<file path="config.mk">
export PLATFORM = sky130hd
export DESIGN_NAME = route_distributor_ctrl
export DESIGN_NICKNAME = d
export VERILOG_FILES = /design/src/rtl/route_distributor_ctrl.sv
export SDC_FILE = /design/constraint.sdc
export NUM_CORES = 2
export LEC_CHECK = 0
export BUFFER_PORTS_ARGS = -buffer_cell sky130_fd_sc_hd__buf_4
export CORE_AREA = 2 2 270 272
export CTS_CLUSTER_DIAMETER = 150
export CTS_CLUSTER_SIZE = 20
export DETAILED_ROUTE_END_ITERATION = 16
export DIE_AREA = 0 0 272 274
export GPL_TIMING_DRIVEN = 0
export HOLD_SLACK_MARGIN = 0.03
export PLACE_DENSITY = 0.66
export REMOVE_ABC_BUFFERS = 1
export SLEW_MARGIN = 20
export SYNTH_ARGS = -nofsm -noshare
export SYNTH_HDL_FRONTEND = slang
export SYNTH_SLANG_ARGS = --single-unit
</file>
<file path="constraint.sdc">
create_clock -name clk -period 3.5 [get_ports clk]
set_clock_uncertainty 0.1 [all_clocks]
set_input_delay 0.7 -clock clk [delete_from_list [all_inputs] [get_ports clk]]
set_output_delay 0.7 -clock clk [all_outputs]
set_load 0.05 [all_outputs]
</file>
<file path="src/rtl/route_distributor_ctrl.sv">
// route_distributor_ctrl
//
// Sequential slot scheduler for the route distributor. It accepts a
// channel-request mask and hands out capacitor slots one per cycle. The
// lowest requesting channel is served first, and slots fill upward from
// slot 0. It then presents the finished slot map to the distributor array.
//
// State table:
//   state | meaning
//   IDLE  | waiting for a mask; previous map outputs hold
//   ALLOC | one slot assigned per cycle from the pending vector
//   DONE  | map complete and stable, waiting for map_ready
//
// Ports:
//   clk        rising-edge clock
//   rst_n      synchronous active-low reset
//   cfg_valid  request mask valid (accepted only in IDLE)
//   cfg_ready  high in IDLE
//   cfg_mask   bit i = channel i requests a slot
//   abort      cancel allocation or discard map (ALLOC/DONE)
//   map_valid  high in DONE
//   map_ready  consumer accepts the map
//   cap_sel    slot s channel index at [s*CH_W +: CH_W]
//   cap_used   thermometer of occupied slots
//   alloc_cnt  number of slots assigned
//   overflow   more requests than slots; the excess was dropped
//   busy       state is not IDLE
module route_distributor_ctrl #(
    parameter int CHANNEL_NUM   = 128,
    parameter int CAPACITOR_NUM = 70,
    parameter int CH_W          = 7,
    parameter int CNT_W         = 7
) (
    input  logic                          clk,
    input  logic                          rst_n,
    input  logic                          cfg_valid,
    output logic                          cfg_ready,
    input  logic [CHANNEL_NUM-1:0]        cfg_mask,
    input  logic                          abort,
    output logic                          map_valid,
    input  logic                          map_ready,
    output logic [CAPACITOR_NUM*CH_W-1:0] cap_sel,
    output logic [CAPACITOR_NUM-1:0]      cap_used,
    output logic [CNT_W-1:0]              alloc_cnt,
    output logic                          overflow,
    output logic                          busy
);

    typedef enum logic [1:0] {
        IDLE  = 2'd0,
        ALLOC = 2'd1,
        DONE  = 2'd2
    } state_t;

    localparam logic [CNT_W-1:0] CAP_MAX = CNT_W'(CAPACITOR_NUM);

    state_t                 state;
    logic [CHANNEL_NUM-1:0] pend;
    logic [CHANNEL_NUM-1:0] pend_rest;
    logic [CH_W-1:0]        idx;
    logic [CNT_W-1:0]       cnt_inc;

    // Lowest set bit of pend. Scanning from the top lets the last hit win,
    // which leaves the lowest index in idx.
    always_comb begin
        idx = '0;
        for (int i = CHANNEL_NUM - 1; i >= 0; i--) begin
            if (pend[i]) idx = CH_W'(i);
        end
    end

    // Pending vector as it will look after this cycle's assignment.
    always_comb begin
        pend_rest      = pend;
        pend_rest[idx] = 1'b0;
    end

    assign cnt_inc = alloc_cnt + 1'b1;

    always_ff @(posedge clk) begin
        if (!rst_n) begin
            state     <= IDLE;
            pend      <= '0;
            cap_sel   <= '0;
            cap_used  <= '0;
            alloc_cnt <= '0;
            overflow  <= 1'b0;
        end else begin
            case (state)
                IDLE: begin
                    if (cfg_valid) begin
                        pend      <= cfg_mask;
                        cap_sel   <= '0;
                        cap_used  <= '0;
                        alloc_cnt <= '0;
                        overflow  <= 1'b0;
                        state     <= ALLOC;
                    end
                end
                ALLOC: begin
                    if (abort) begin
                        pend      <= '0;
                        cap_sel   <= '0;
                        cap_used  <= '0;
                        alloc_cnt <= '0;
                        overflow  <= 1'b0;
                        state     <= IDLE;
                    end else if (pend == '0 || alloc_cnt >= CAP_MAX) begin
                        state <= DONE;
                    end else begin
                        cap_sel[int'(alloc_cnt)*CH_W +: CH_W] <= idx;
                        cap_used[alloc_cnt]                   <= 1'b1;
                        pend                                  <= pend_rest;
                        alloc_cnt                             <= cnt_inc;
                        if (pend_rest == '0) begin
                            state <= DONE;
                        end else if (cnt_inc == CAP_MAX) begin
                            // Slots exhausted with requests still pending.
                            overflow <= 1'b1;
                            state    <= DONE;
                        end
                    end
                end
                DONE: begin
                    if (abort) begin
                        pend      <= '0;
                        cap_sel   <= '0;
                        cap_used  <= '0;
                        alloc_cnt <= '0;
                        overflow  <= 1'b0;
                        state     <= IDLE;
                    end else if (map_ready) begin
                        state <= IDLE;
                    end
                end
                default: state <= IDLE;
            endcase
        end
    end

    assign cfg_ready = (state == IDLE);
    assign map_valid = (state == DONE);
    assign busy      = (state != IDLE);

endmodule

</file>
==> run summary <==
Status -> finished, violations left
Failing checks -> capacitance limit, setup timing
HPWL Detailed -> 105000 um
Fin util -> 0.608
H-Tree Depth -> 2
RSZ-0062 raised after global routing -> true
Synth warn -> 0
CORE AREA -> 0.0720 mm^2
First-pass DRT Iterations -> 10
Worst setup path class -> flip-flop to flip-flop
Period Utilization, post-route -> 1.29
Nets@finish -> 4459
Initial Util -> 0.406
Highest Signal Layer -> met5
Drt drc -> 0
Most common cell after layout, fill and taps aside -> buf_4
Yosys reg bits -> 698
Die Y -> 274 um
Worst hold slack -> 0.198 ns
DRT iter0 DRCs -> 4355
Share of cells above drive strength 1 -> 0.415
Wirelength per Cell -> 29.7 um
Synth-to-layout area growth -> 49.7%
Max Slew Vio Count -> 0
Hold crit path type -> input port to flip-flop
Wl on met1 -> 58300 um
Met3 WL -> 18100 um
Unique masters post-synth -> 86
Fmax -> 221 MHz
WL met2 -> 70300 um
Syn Inst Count -> 3523
Final min period -> 4.52 ns
Critical path peak fanout -> 7
Grt ovf -> 0
Count of input and output buffers -> 703
Die area -> 0.0745 mm^2
CTS tree -> yes
Clock-pin transition on the worst setup and hold timing paths -> 0.11 ns
Final WS setup -> -1.02 ns
EDFF count, synth -> 0
Avg Cell Area, Syn -> 8.29 um^2
# rows -> 99
Dominant synthesized flop cell -> dfxtp_1
Sequential fraction of the synthesis area -> 0.478
CTS Sinks -> 698
Power Total -> 28.7 mW
Async SR Flop Fraction -> 0
Slew HR -> 0.0120
Fill count -> 6258
PwrDens -> 657 mW/mm^2
Commonest non-fill, non-tap cells in the layout -> 862 x buf_4, 786 x nor2_1, 604 x dfxtp_1, 268 x a22oi_1, 252 x a22oi_2
CTS Buf Count -> 40
All-Layer GR Usage -> 0.382
Worst EP required -> 3.95 ns
Type of origin of the critical path -> flip-flop
Crit path capture type -> flip-flop
Clock latency at the later pin of the worst-skew pair -> 0.64 ns
CTS hold repair buffers -> 0
LEAKAGE -> 16.4 nW
Initial antenna violation count -> 1
VDD IR max -> 0.000442 V
Root Driver -> clkbuf_16
Worst Path Arrival -> 4.98 ns
Vias in the first global route -> 30300
I/O pin count -> 704
Via/cell ratio -> 6.32
Die width -> 272 um
Place WS -> -2.78 ns
Max Cap Viol -> 1
Largest net degree at the start of global routing -> 139
Mapped Area -> 0.0292 mm^2
ANT nets after route -> 0
First-pass GRT wire length -> 213000 um
Final count of hold timing violations -> 0
CTS max path bufs -> 3
Vias -> 33300
Least-Margin Pin Slew -> 1.48 ns
Routed WL -> 157000 um
Placer congestion estimate -> 1.03
Setup violators final -> 618
## per-layer routing
metal  vias up  track usage
met5         -            0
met4         2        0.198
met3       517        0.108
met2      2125        0.602
met1     16300        0.478
li1      14400            -
## worst paths after layout
| kind | end | start | depth (start not counted) | slack, ns |
|---|---|---|---|---|
| hold reg to reg | overflow | overflow | 2 | 0.35 |
| hold / removal | pend[32] | cfg_mask[32] | 3 | 0.20 |
| setup / recovery | state[1] | pend[25] | 14 | -1.02 |
| setup reg to reg | state[1] | pend[25] | 14 | -1.02 |
## power breakdown
group / switching [mW] / internal [mW] / total [mW]
registers: 1.00 / 8.43 / 9.43
logic: 9.55 / 4.77 / 14.3
clock network: 2.87 / 2.13 / 5.00
total: 13.4 / 15.3 / 28.7
## layout make-up
type	instances	area (um^2)	share of cell area
antenna	2	5.00	0.000114
clock buffer	43	1030	0.0236
clock inverter	2	46.3	0.00106
inverter	41	174	0.00398
multi-input combinational	2549	18500	0.424
sequential	698	14100	0.323
tap	959	1200	0.0274
timing repair buffer	985	8610	0.197
## cell families (layout without fill, tap and decap cells)
kind of cell	Yosys count	in the layout	share of synthesized area
fa+ha+maj	11	11	0.00471
buf+inv	291	1071	0.0380
xor+xnor	9	9	0.00270
flops	698	698	0.478
mux	2	2	0.000685
compound gates	1205	1209	0.278
simple gates	1307	1318	0.198
other cells	0	2	0
## through the flow
| stage | cell area, um^2 | setup TNS (ns) | cells |
|---|---|---|---|
| detailed placement | 36000 | -995.73 | 4999 |
| global placement | 34700 | -8134.10 | 4935 |
| CTS | 40400 | -92.97 | 5177 |
| global route | 43700 | -162.08 | 5277 |
| floorplan | 28300 | -4230.77 | 3273 |
| finish | 43700 | -142.65 | 5279 |
## repair_timing
| action | 4_1_cts | 5_1_grt |
|---|---|---|
| endpoints found under the setup margin | 698 | 644 |
| gates cloned | 7 | 16 |
| buffers inserted | 126 | 92 |
| gates resized for setup | 546 | 508 |
| pin swaps | 143 | 295 |
## critical path: stages, from the launching register on
cell and delay (ns):
dfxtp_1 0.46, or4_4 0.61, nor4_4 0.46, nand4_1 0.15, buf_4 0.20, nor2_1 0.20, nand2_1 0.19, nor2_4 0.32
o211ai_1 0.23, a22oi_1 0.32, nand4_1 0.20, nor4_4 0.39, and4_1 0.29, a21o_4 0.14, mux2i_1 0.17
## synthesized netlist by cell type, types with 12 or more instances
master / count / area share
clkbuf_1: 223 / 0.029
buf_1: 16 / 0.0021
nor2b_1: 14 / 0.0030
dfxtp_1: 698 / 0.48
o21ai_1: 12 / 0.0021
nor4_1: 43 / 0.0092
inv_1: 40 / 0.0051
nand4_1: 29 / 0.0062
and2_1: 29 / 0.0062
o22a_1: 14 / 0.0042
o211ai_1: 28 / 0.0072
nor3_1: 58 / 0.0099
a211oi_1: 57 / 0.015
o31ai_1: 24 / 0.0062
a31oi_1: 16 / 0.0034
nand2_1: 117 / 0.015
nand2b_1: 22 / 0.0047
nand3_1: 26 / 0.0045
nor2_1: 874 / 0.11
a21oi_1: 296 / 0.051
and3_1: 18 / 0.0039
or4_1: 15 / 0.0039
a22oi_1: 520 / 0.13
o21ai_0: 124 / 0.021
## sequential cells by signal, indices dropped and copies added (netlist names)
register   cells
alloc_cnt      7
cap_sel      490
cap_used      70
overflow       1
pend         128
state          2
Note: power is estimated with default switching activity, not from simulation.
